===== src/rtl/osc_pwm_output.sv =====
`timescale 1ns/1ps
`default_nettype none
// ============================================================================
// osc_pwm_output: saturating main/sub oscillator mix, soft-mute gain ramp and
// single-bit PWM audio output with a per-sample tick.
// Revision: 1.0
// ============================================================================
module osc_pwm_output #(
  parameter int OSC_WIDTH = 8,
  parameter int SUB_SHIFT = 1,
  parameter int RAMP_STEP = 1
) (
  input  logic                 i_clock,
  input  logic                 i_reset,
  input  logic [OSC_WIDTH-1:0] i_main_osc,
  input  logic [OSC_WIDTH-1:0] i_sub_osc,
  input  logic                 i_mute,
  output logic                 o_pwm,
  output logic                 o_sample_tick,
  output logic                 o_muted,
  output logic [OSC_WIDTH-1:0] o_duty
);

  localparam int                   PROD_W     = OSC_WIDTH + 10;
  localparam logic [OSC_WIDTH-1:0] CNT_MAX    = '1;
  localparam logic [OSC_WIDTH-1:0] DUTY_MID   = {1'b1, {(OSC_WIDTH-1){1'b0}}};
  localparam logic [OSC_WIDTH-1:0] SAT_NEG    = {1'b1, {(OSC_WIDTH-1){1'b0}}};
  localparam logic [OSC_WIDTH-1:0] SAT_POS    = {1'b0, {(OSC_WIDTH-1){1'b1}}};
  localparam logic [8:0]           GAIN_UNITY = 9'd256;
  localparam logic [9:0]           STEP_W     = 10'(RAMP_STEP);

  typedef enum logic [1:0] {
    MUTED     = 2'd0,
    RAMP_UP   = 2'd1,
    ACTIVE    = 2'd2,
    RAMP_DOWN = 2'd3
  } state_t;

  state_t                       state, state_next;
  logic [8:0]                   gain, gain_next;
  logic [9:0]                   gain_up;
  logic [OSC_WIDTH-1:0]         pwm_cnt;
  logic                         wrap;

  logic signed [OSC_WIDTH:0]    main_ext, sub_ext, sub_shifted, mix;
  logic signed [OSC_WIDTH-1:0]  mix_sat, mix_sat_next;
  logic signed [PROD_W-1:0]     product;
  logic signed [OSC_WIDTH-1:0]  scaled;
  logic [OSC_WIDTH-1:0]         duty_pipe;

  assign wrap = (pwm_cnt == CNT_MAX);

  // Stage 1: one extra bit of headroom, then clamp back to OSC_WIDTH.
  assign main_ext    = $signed({i_main_osc[OSC_WIDTH-1], i_main_osc});
  assign sub_ext     = $signed({i_sub_osc[OSC_WIDTH-1], i_sub_osc});
  assign sub_shifted = sub_ext >>> SUB_SHIFT;
  assign mix         = main_ext + sub_shifted;

  always_comb begin
    mix_sat_next = mix[OSC_WIDTH-1:0];
    if (mix[OSC_WIDTH] != mix[OSC_WIDTH-1]) begin
      mix_sat_next = mix[OSC_WIDTH] ? SAT_NEG : SAT_POS;
    end
  end

  // Stage 2: gain 256 is exact unity, so the >>>8 floor is lossless there.
  assign product = PROD_W'($signed({1'b0, gain})) * PROD_W'(mix_sat);
  assign scaled  = OSC_WIDTH'(product >>> 8);

  always_ff @(posedge i_clock) begin
    if (i_reset) begin
      pwm_cnt   <= '0;
      mix_sat   <= '0;
      duty_pipe <= '0;
    end else begin
      pwm_cnt   <= pwm_cnt + 1'b1;
      mix_sat   <= mix_sat_next;
      duty_pipe <= {~scaled[OSC_WIDTH-1], scaled[OSC_WIDTH-2:0]};
    end
  end

  assign gain_up = {1'b0, gain} + STEP_W;

  always_comb begin
    state_next = state;
    gain_next  = gain;
    case (state)
      MUTED: begin
        gain_next = '0;
        if (!i_mute) state_next = RAMP_UP;
      end
      RAMP_UP: begin
        if (i_mute) begin
          state_next = RAMP_DOWN;
        end else if (gain_up >= {1'b0, GAIN_UNITY}) begin
          gain_next  = GAIN_UNITY;
          state_next = ACTIVE;
        end else begin
          gain_next = gain_up[8:0];
        end
      end
      ACTIVE: begin
        gain_next = GAIN_UNITY;
        if (i_mute) state_next = RAMP_DOWN;
      end
      RAMP_DOWN: begin
        if (!i_mute) begin
          state_next = RAMP_UP;
        end else if ({1'b0, gain} <= STEP_W) begin
          gain_next  = '0;
          state_next = MUTED;
        end else begin
          gain_next = gain - STEP_W[8:0];
        end
      end
      default: begin
        gain_next  = '0;
        state_next = MUTED;
      end
    endcase
  end

  // Gain, state and duty all move only on the period boundary.
  always_ff @(posedge i_clock) begin
    if (i_reset) begin
      state         <= MUTED;
      gain          <= '0;
      o_muted       <= 1'b1;
      o_duty        <= DUTY_MID;
      o_pwm         <= 1'b0;
      o_sample_tick <= 1'b0;
    end else begin
      if (wrap) begin
        state   <= state_next;
        gain    <= gain_next;
        o_muted <= (state_next == MUTED);
        o_duty  <= duty_pipe;
      end
      o_pwm         <= (pwm_cnt < o_duty);
      o_sample_tick <= wrap;
    end
  end

endmodule
`default_nettype wire


===== config.mk =====
export PLATFORM = sky130hd
export DESIGN_NAME = osc_pwm_output
export DESIGN_NICKNAME = d
export VERILOG_FILES = /design/src/rtl/osc_pwm_output.sv
export SDC_FILE = /design/constraint.sdc
export NUM_CORES = 1
export LEC_CHECK = 0
export BUFFER_PORTS_ARGS = -buffer_cell sky130_fd_sc_hd__buf_2
export CORE_UTILIZATION = 60
export DETAILED_ROUTE_END_ITERATION = 10
export GPL_TIMING_DRIVEN = 0
export HOLD_SLACK_MARGIN = 0.02
export PLACE_DENSITY = 0.79
export SLEW_MARGIN = 0
export SYNTH_ARGS = -nofsm -noshare
export SYNTH_HDL_FRONTEND = slang
export SYNTH_SLANG_ARGS = --single-unit

===== constraint.sdc =====
create_clock -name i_clock -period 8.65 [get_ports i_clock]
set_input_delay 1.73 -clock i_clock [delete_from_list [all_inputs] [get_ports i_clock]]
set_output_delay 1.73 -clock i_clock [all_outputs]
set_load 0.02 [all_outputs]

After elaboration in Yosys (flattened, before gate mapping)
Cells that the tools add are included.
{"block": "word_totals", "reg_bits": 46, "output_inout_bits": 11}
{"block": "op_classes", "addsub": 4, "mul": 1, "magnitude_cmp": 3, "n_eq_ne": 7, "mux": 14, "bitwise": 1, "reduce_logical": 3}
{"cell": "two-way mux 9 bit", "count": 4}
{"cell": "one-hot mux 9 bit (4 select lines)", "count": 1}
{"cell": "multiplier 10 x 8 -> 16 bit", "count": 1}
{"cell": "two-way mux 8 bit", "count": 2}
{"cell": "two-way mux 2 bit", "count": 6}
{"cell": "adder 9 x 1 -> 10 bit, second input constant", "count": 1}
{"cell": "greater-or-equal comparator 10 x 9 -> 1 bit, second input constant", "count": 1}
{"cell": "adder 8 x 7 -> 9 bit", "count": 1}
{"cell": "<= comparator 9 x 1 -> 1 bit, second input constant", "count": 1}
{"cell": "subtractor 9 x 1 -> 9 bit, second input constant", "count": 1}
{"cell": "adder 8 x 1 -> 8 bit, second input constant", "count": 1}
{"cell": "equality test 8 bit, second input constant", "count": 1}
{"cell": "< comparator 8 bit", "count": 1}
{"cell": "one-hot mux 2 bit (4 select lines)", "count": 1}
{"cell": "equality test 2 bit, second input constant", "count": 2}
{"cell": "logical NOT 2 bit", "count": 2}
{"cell": "!= test 2 bit, second input constant", "count": 2}
{"cell": "AND reduction 3 bit", "count": 1}
{"cell": "equality test 2 x 1 -> 1 bit, second input constant", "count": 1}
{"cell": "!= test 1 bit", "count": 1}
{"cell": "NOT 1 bit", "count": 1}

Longest topological paths before layout
{"block": "depth", "depth_word": 6, "ltp_mapped": 18, "ltp_nobuf": 16}

Worst setup path after synthesis
OpenSTA, ideal clock, no wires.
{"block": "synth_path", "path_kind": "reg2reg", "startpoint": "register gain[2]", "endpoint": "register duty_pipe[7]", "arrival_time_ns": 4.156, "path_slack_ns": 4.367, "stages_incl_launch_ff": 16, "path_cell_list": "dfxtp_1 clkbuf_2 clkbuf_1 nor2_1 fa_1 fa_1 fa_1 inv_1 fa_1 inv_1 ha_1 and3_1 a211oi_1 o21ai_0 xnor2_1 nor2_1"}
{"block": "synth_via", "elab_chain_len": 2}
{"element": "start: declaration", "line": "40", "rtl": "logic [8:0] gain, gain_next;"}
{"element": "start signal: assignment", "line": "135", "rtl": "gain <= gain_next;"}
{"element": "multiplier 10 x 8 -> 16 bit", "line": "67", "rtl": "assign product = PROD_W'($signed({1'b0, gain})) * PROD_W'(mix_sat);"}
{"element": "NOT 1 bit", "line": "78", "rtl": "duty_pipe <= {~scaled[OSC_WIDTH-1], scaled[OSC_WIDTH-2:0]};"}
{"element": "end signal: assignment", "line": "78"}
{"element": "end: declaration", "line": "49", "rtl": "logic [OSC_WIDTH-1:0] duty_pipe;"}
No other way between the ends.
A chain may end at the register's enable or synchronous reset.

Worst setup path after layout
{"block": "layout_path", "startpoint": "register gain[6]", "endpoint": "register duty_pipe[7]"}
Same word-level chain as after synthesis.

==> flow_metrics.py <==
metrics = {
    "hold_path": {
        "hold_start": "duty_pipe[5]$_SDFF_PP0_",
        "holdCritPathClass": "register to register",
        "holdPathEnd": "o_duty[5]$_SDFFE_PP0P_",
        "hold_path_depth": 2,
    },
    "clock_network": {
        "worstSkewPairLatency_ps": 310,
        "cts_buffers": 5,
        "cts_buffer_depth": 2,
        "cts_hold_repair.buffers": 0,
        "clkSinkCount": 46,
        "clk_pin_slew_ps": 100,
        "postCtsSetupBuffers": 0,
        "cts-root-buf": "clkbuf_8",
        "cts_max_level": 2,
        "tritoncts": "done",
        "cts_resized": 0,
    },
    "synthesis": {
        "synth-seq-cells": 46,
        "synth_top_family_by_area": "adder cells",
        "synth_compound_area_frac": 0.150,
        "synth-xor-area-share": 0.0390,
        "synthMuxAreaShare": 0.00716,
        "synth_fp_nets": 679,
        "ys_top_cells_by_area": "dfxtp_1 (20%), fa_1 (18%), ha_1 (15%)",
        "synthSimpleGateAreaFrac": 0.210,
        "synthArstFlopShare": 0,
        "syn-cell-area_mm2": 0.00472,
        "ys.flop_type": "dfxtp_1",
        "synth-edff-count": 0,
        "ys_warn_count": 0,
        "synth_top_area_frac": 0.195,
        "syn_inst": 563,
        "ys_types": 54,
        "avgSynthCellArea_um2": 8.39,
        "synth_fa_ha_area_frac": 0.324,
        "synth_top_area_cell": "dfxtp_1",
        "synth_seq_area_share": 0.195,
    },
    "worst_setup_path": {
        "worst-path-buf-inv": 3,
        "startpoint": "gain[6]$_SDFFE_PP0P_",
        "crit-reg2reg-launch": "gain[6]$_SDFFE_PP0P_",
        "timing.rr.end": "duty_pipe[7]$_SDFF_PP0_",
        "timing.critical_path.mode_cell": "fa_1",
        "cp_top_family": "adder cells",
        "rr_worst_depth": 15,
        "cp-start-kind": "register",
        "ff2ff_setup_slack_ps": 3660,
        "cp.required_ps": 8840,
        "slowest_stage": "a211oi_1",
        "worstPathArrival_ps": 5180,
        "end_kind": "register",
        "cpPeakStageDelay_ps": 550,
        "critPathMaxFanout": 10,
        "crit_type": "register to register",
        "cp_cell_sequence": "buf_2, clkbuf_1, nand2_1, fa_1, fa_1, inv_1, fa_1, fa_1, ha_1, nand4_1, o221ai_1, a211oi_1, o21ai_0, xnor2_1, nor2_1",
    },
    "power_and_ir_drop": {
        "p_leak_nw": 2.39,
        "peakVddDrop_mv": 0.0739,
        "power.density_mw_per_mm2": 90.0,
    },
    "cells_and_area": {
        "layout-drive-gt1-share": 0.0838,
        "layoutNonFillerInstCount": 696,
        "fillers": 659,
        "syn_to_final_growth_pct": 7.24,
        "stdcell_area_mm2": 0.00506,
        "layout_common_cells": "inv_1 (68), nand2_1 (56), ha_1 (55)",
        "final_net_count": 712,
        "final_common_cell": "inv_1",
        "diodes": 0,
    },
    "floorplan": {
        "core-area_mm2": 0.00745,
        "io_pins": 30,
        "die_h_um": 90.7,
        "start_util": 0.634,
        "die_width_um": 90.7,
        "num_rows": 31,
        "die_area_mm2": 0.00823,
    },
    "sta": {
        "timing.final.ws_setup_ps": 3660,
        "post-route-period-util": 0.577,
        "grt_setup_unrepaired": "no",
        "fin_setup_tns_ps": 0,
        "fin_worst_skew_ps": 10.7,
        "tightest_slew_ps": 611,
        "hold_viol": 0,
        "slew_headroom": 0.593,
        "slew_viol_final": 0,
        "setup_violations": 0,
        "fmax_mhz": 200,
        "fin_crit_ps": 4990,
    },
    "detailed_routing": {
        "drt_pre_antenna_iters": 5,
        "wl_per_cell_um": 14.6,
        "vias": 3967,
        "drt_iter0_drc": 243,
        "vias_per_cell": 5.70,
        "wl_um": 10200,
        "antenna_left": 0,
        "drc_errors": 0,
    },
    "global_routing": {
        "grt_start_max_net_pins": 16,
        "grt_pass1_vias": 3878,
        "grt-busiest-layer": "met2",
        "antenna_found_initial": 0,
        "grt_pass1_wl_um": 17800,
        "grt_util_met3": 0.0421,
        "track_usage": 0.265,
        "grt_overflow": 0,
        "met2_usage": 0.446,
        "met1_usage": 0.354,
    },
    "status": {
        "status": "complete, no violations",
    },
    "run": {
        "maxCapViolations": 0,
    },
    "place": {
        "gp_congestion": 0.933,
        "port_buffers": 26,
        "placed_area_mm2": 0.00497,
        "dp.cells": 688,
        "hpwl_um": 8080,
        "dp_slack_ps": 3680,
    },
}
area by class of cell:
cell class | count | area, um2 | area share
multi-input combinational | 426 | 3450 | 0.681
tap | 99 | 124 | 0.0245
clock inverter | 3 | 18.8 | 0.00371
inverter | 68 | 255 | 0.0504
timing repair buffer | 26 | 130 | 0.0257
clock buffer | 5 | 68.8 | 0.0136
sequential | 46 | 921 | 0.182
buffer | 23 | 97.6 | 0.0193
report_power, final:
part | switching (mW) | leakage, nW | total [mW] | internal (mW)
Clock | 0.0778 | 0.0483 | 0.135 | 0.0570
Sequential | 0.0171 | 0.375 | 0.239 | 0.222
Combinational | 0.0449 | 1.96 | 0.0821 | 0.0372
flip-flops by register name, indices dropped and copies added (netlist names):
register / cells
gain: 9
duty_pipe: 8
mix_sat: 8
o_duty: 8
pwm_cnt: 8
state: 2
o_muted: 1
o_pwm: 1
o_sample_tick: 1
cells in the mapped netlist, drive strengths merged, types with 11 or more instances:
cell type / n
a21o: 15
a21oi: 30
and2: 44
clkbuf: 20
dfxtp: 46
fa: 42
ha: 55
inv: 68
nand2: 56
nand3: 13
nor2: 42
nor3: 11
o21ai: 20
xnor2: 17
worst register-to-register path, cell delays in order, from the launching register on:
cell	delay (ps)
dfxtp_1	320
buf_2	180
clkbuf_1	420
nand2_1	150
fa_1	500
fa_1	520
inv_1	50
fa_1	470
fa_1	500
ha_1	330
nand4_1	100
o221ai_1	290
a211oi_1	550
o21ai_0	240
xnor2_1	200
nor2_1	50
stage by stage:
step / power [mW] / hold WS [ps] / utilization
after floorplan: 0.298 / 417 / -
after global placement: 0.322 / 429 / 0.668
after detailed placement: 0.325 / 431 / 0.668
after CTS: 0.459 / 446 / 0.680
after global routing: 0.481 / 468 / 0.680
final: 0.456 / 440 / 0.680
how the worst max path moves through the flow:
| stage | cells past startpoint | slack (ps) | to |
|---|---|---|---|
| floorplan | 15 | 4370 | duty_pipe[7]$_SDFF_PP0_ |
| global placement | 15 | 3790 | duty_pipe[7]$_SDFF_PP0_ |
| detailed placement | 15 | 3680 | duty_pipe[7]$_SDFF_PP0_ |
| CTS | 15 | 3640 | duty_pipe[7]$_SDFF_PP0_ |
| global route | 15 | 3350 | duty_pipe[7]$_SDFF_PP0_ |
| finish | 15 | 3660 | duty_pipe[7]$_SDFF_PP0_ |
cell families (layout without fill, tap and decap cells):
family                     Yosys count  after routing
adders and majority gates           97             97
xor gates and xnor gates            21             21
AOI/OAI and AO/OA                  107            107
buffers and inverters               91            125
muxes                                3              3
and+or+nand+nor                    198            198
DFF                                 46             46
metal layers:
metal / wire length [um] / vias to the layer above
li1: - / 1942
met3: 550 / 8
met4: 90 / 0
met5: 0 / -
met2: 4940 / 110
met1: 4620 / 1907
Power figures use the tool's default switching activity.
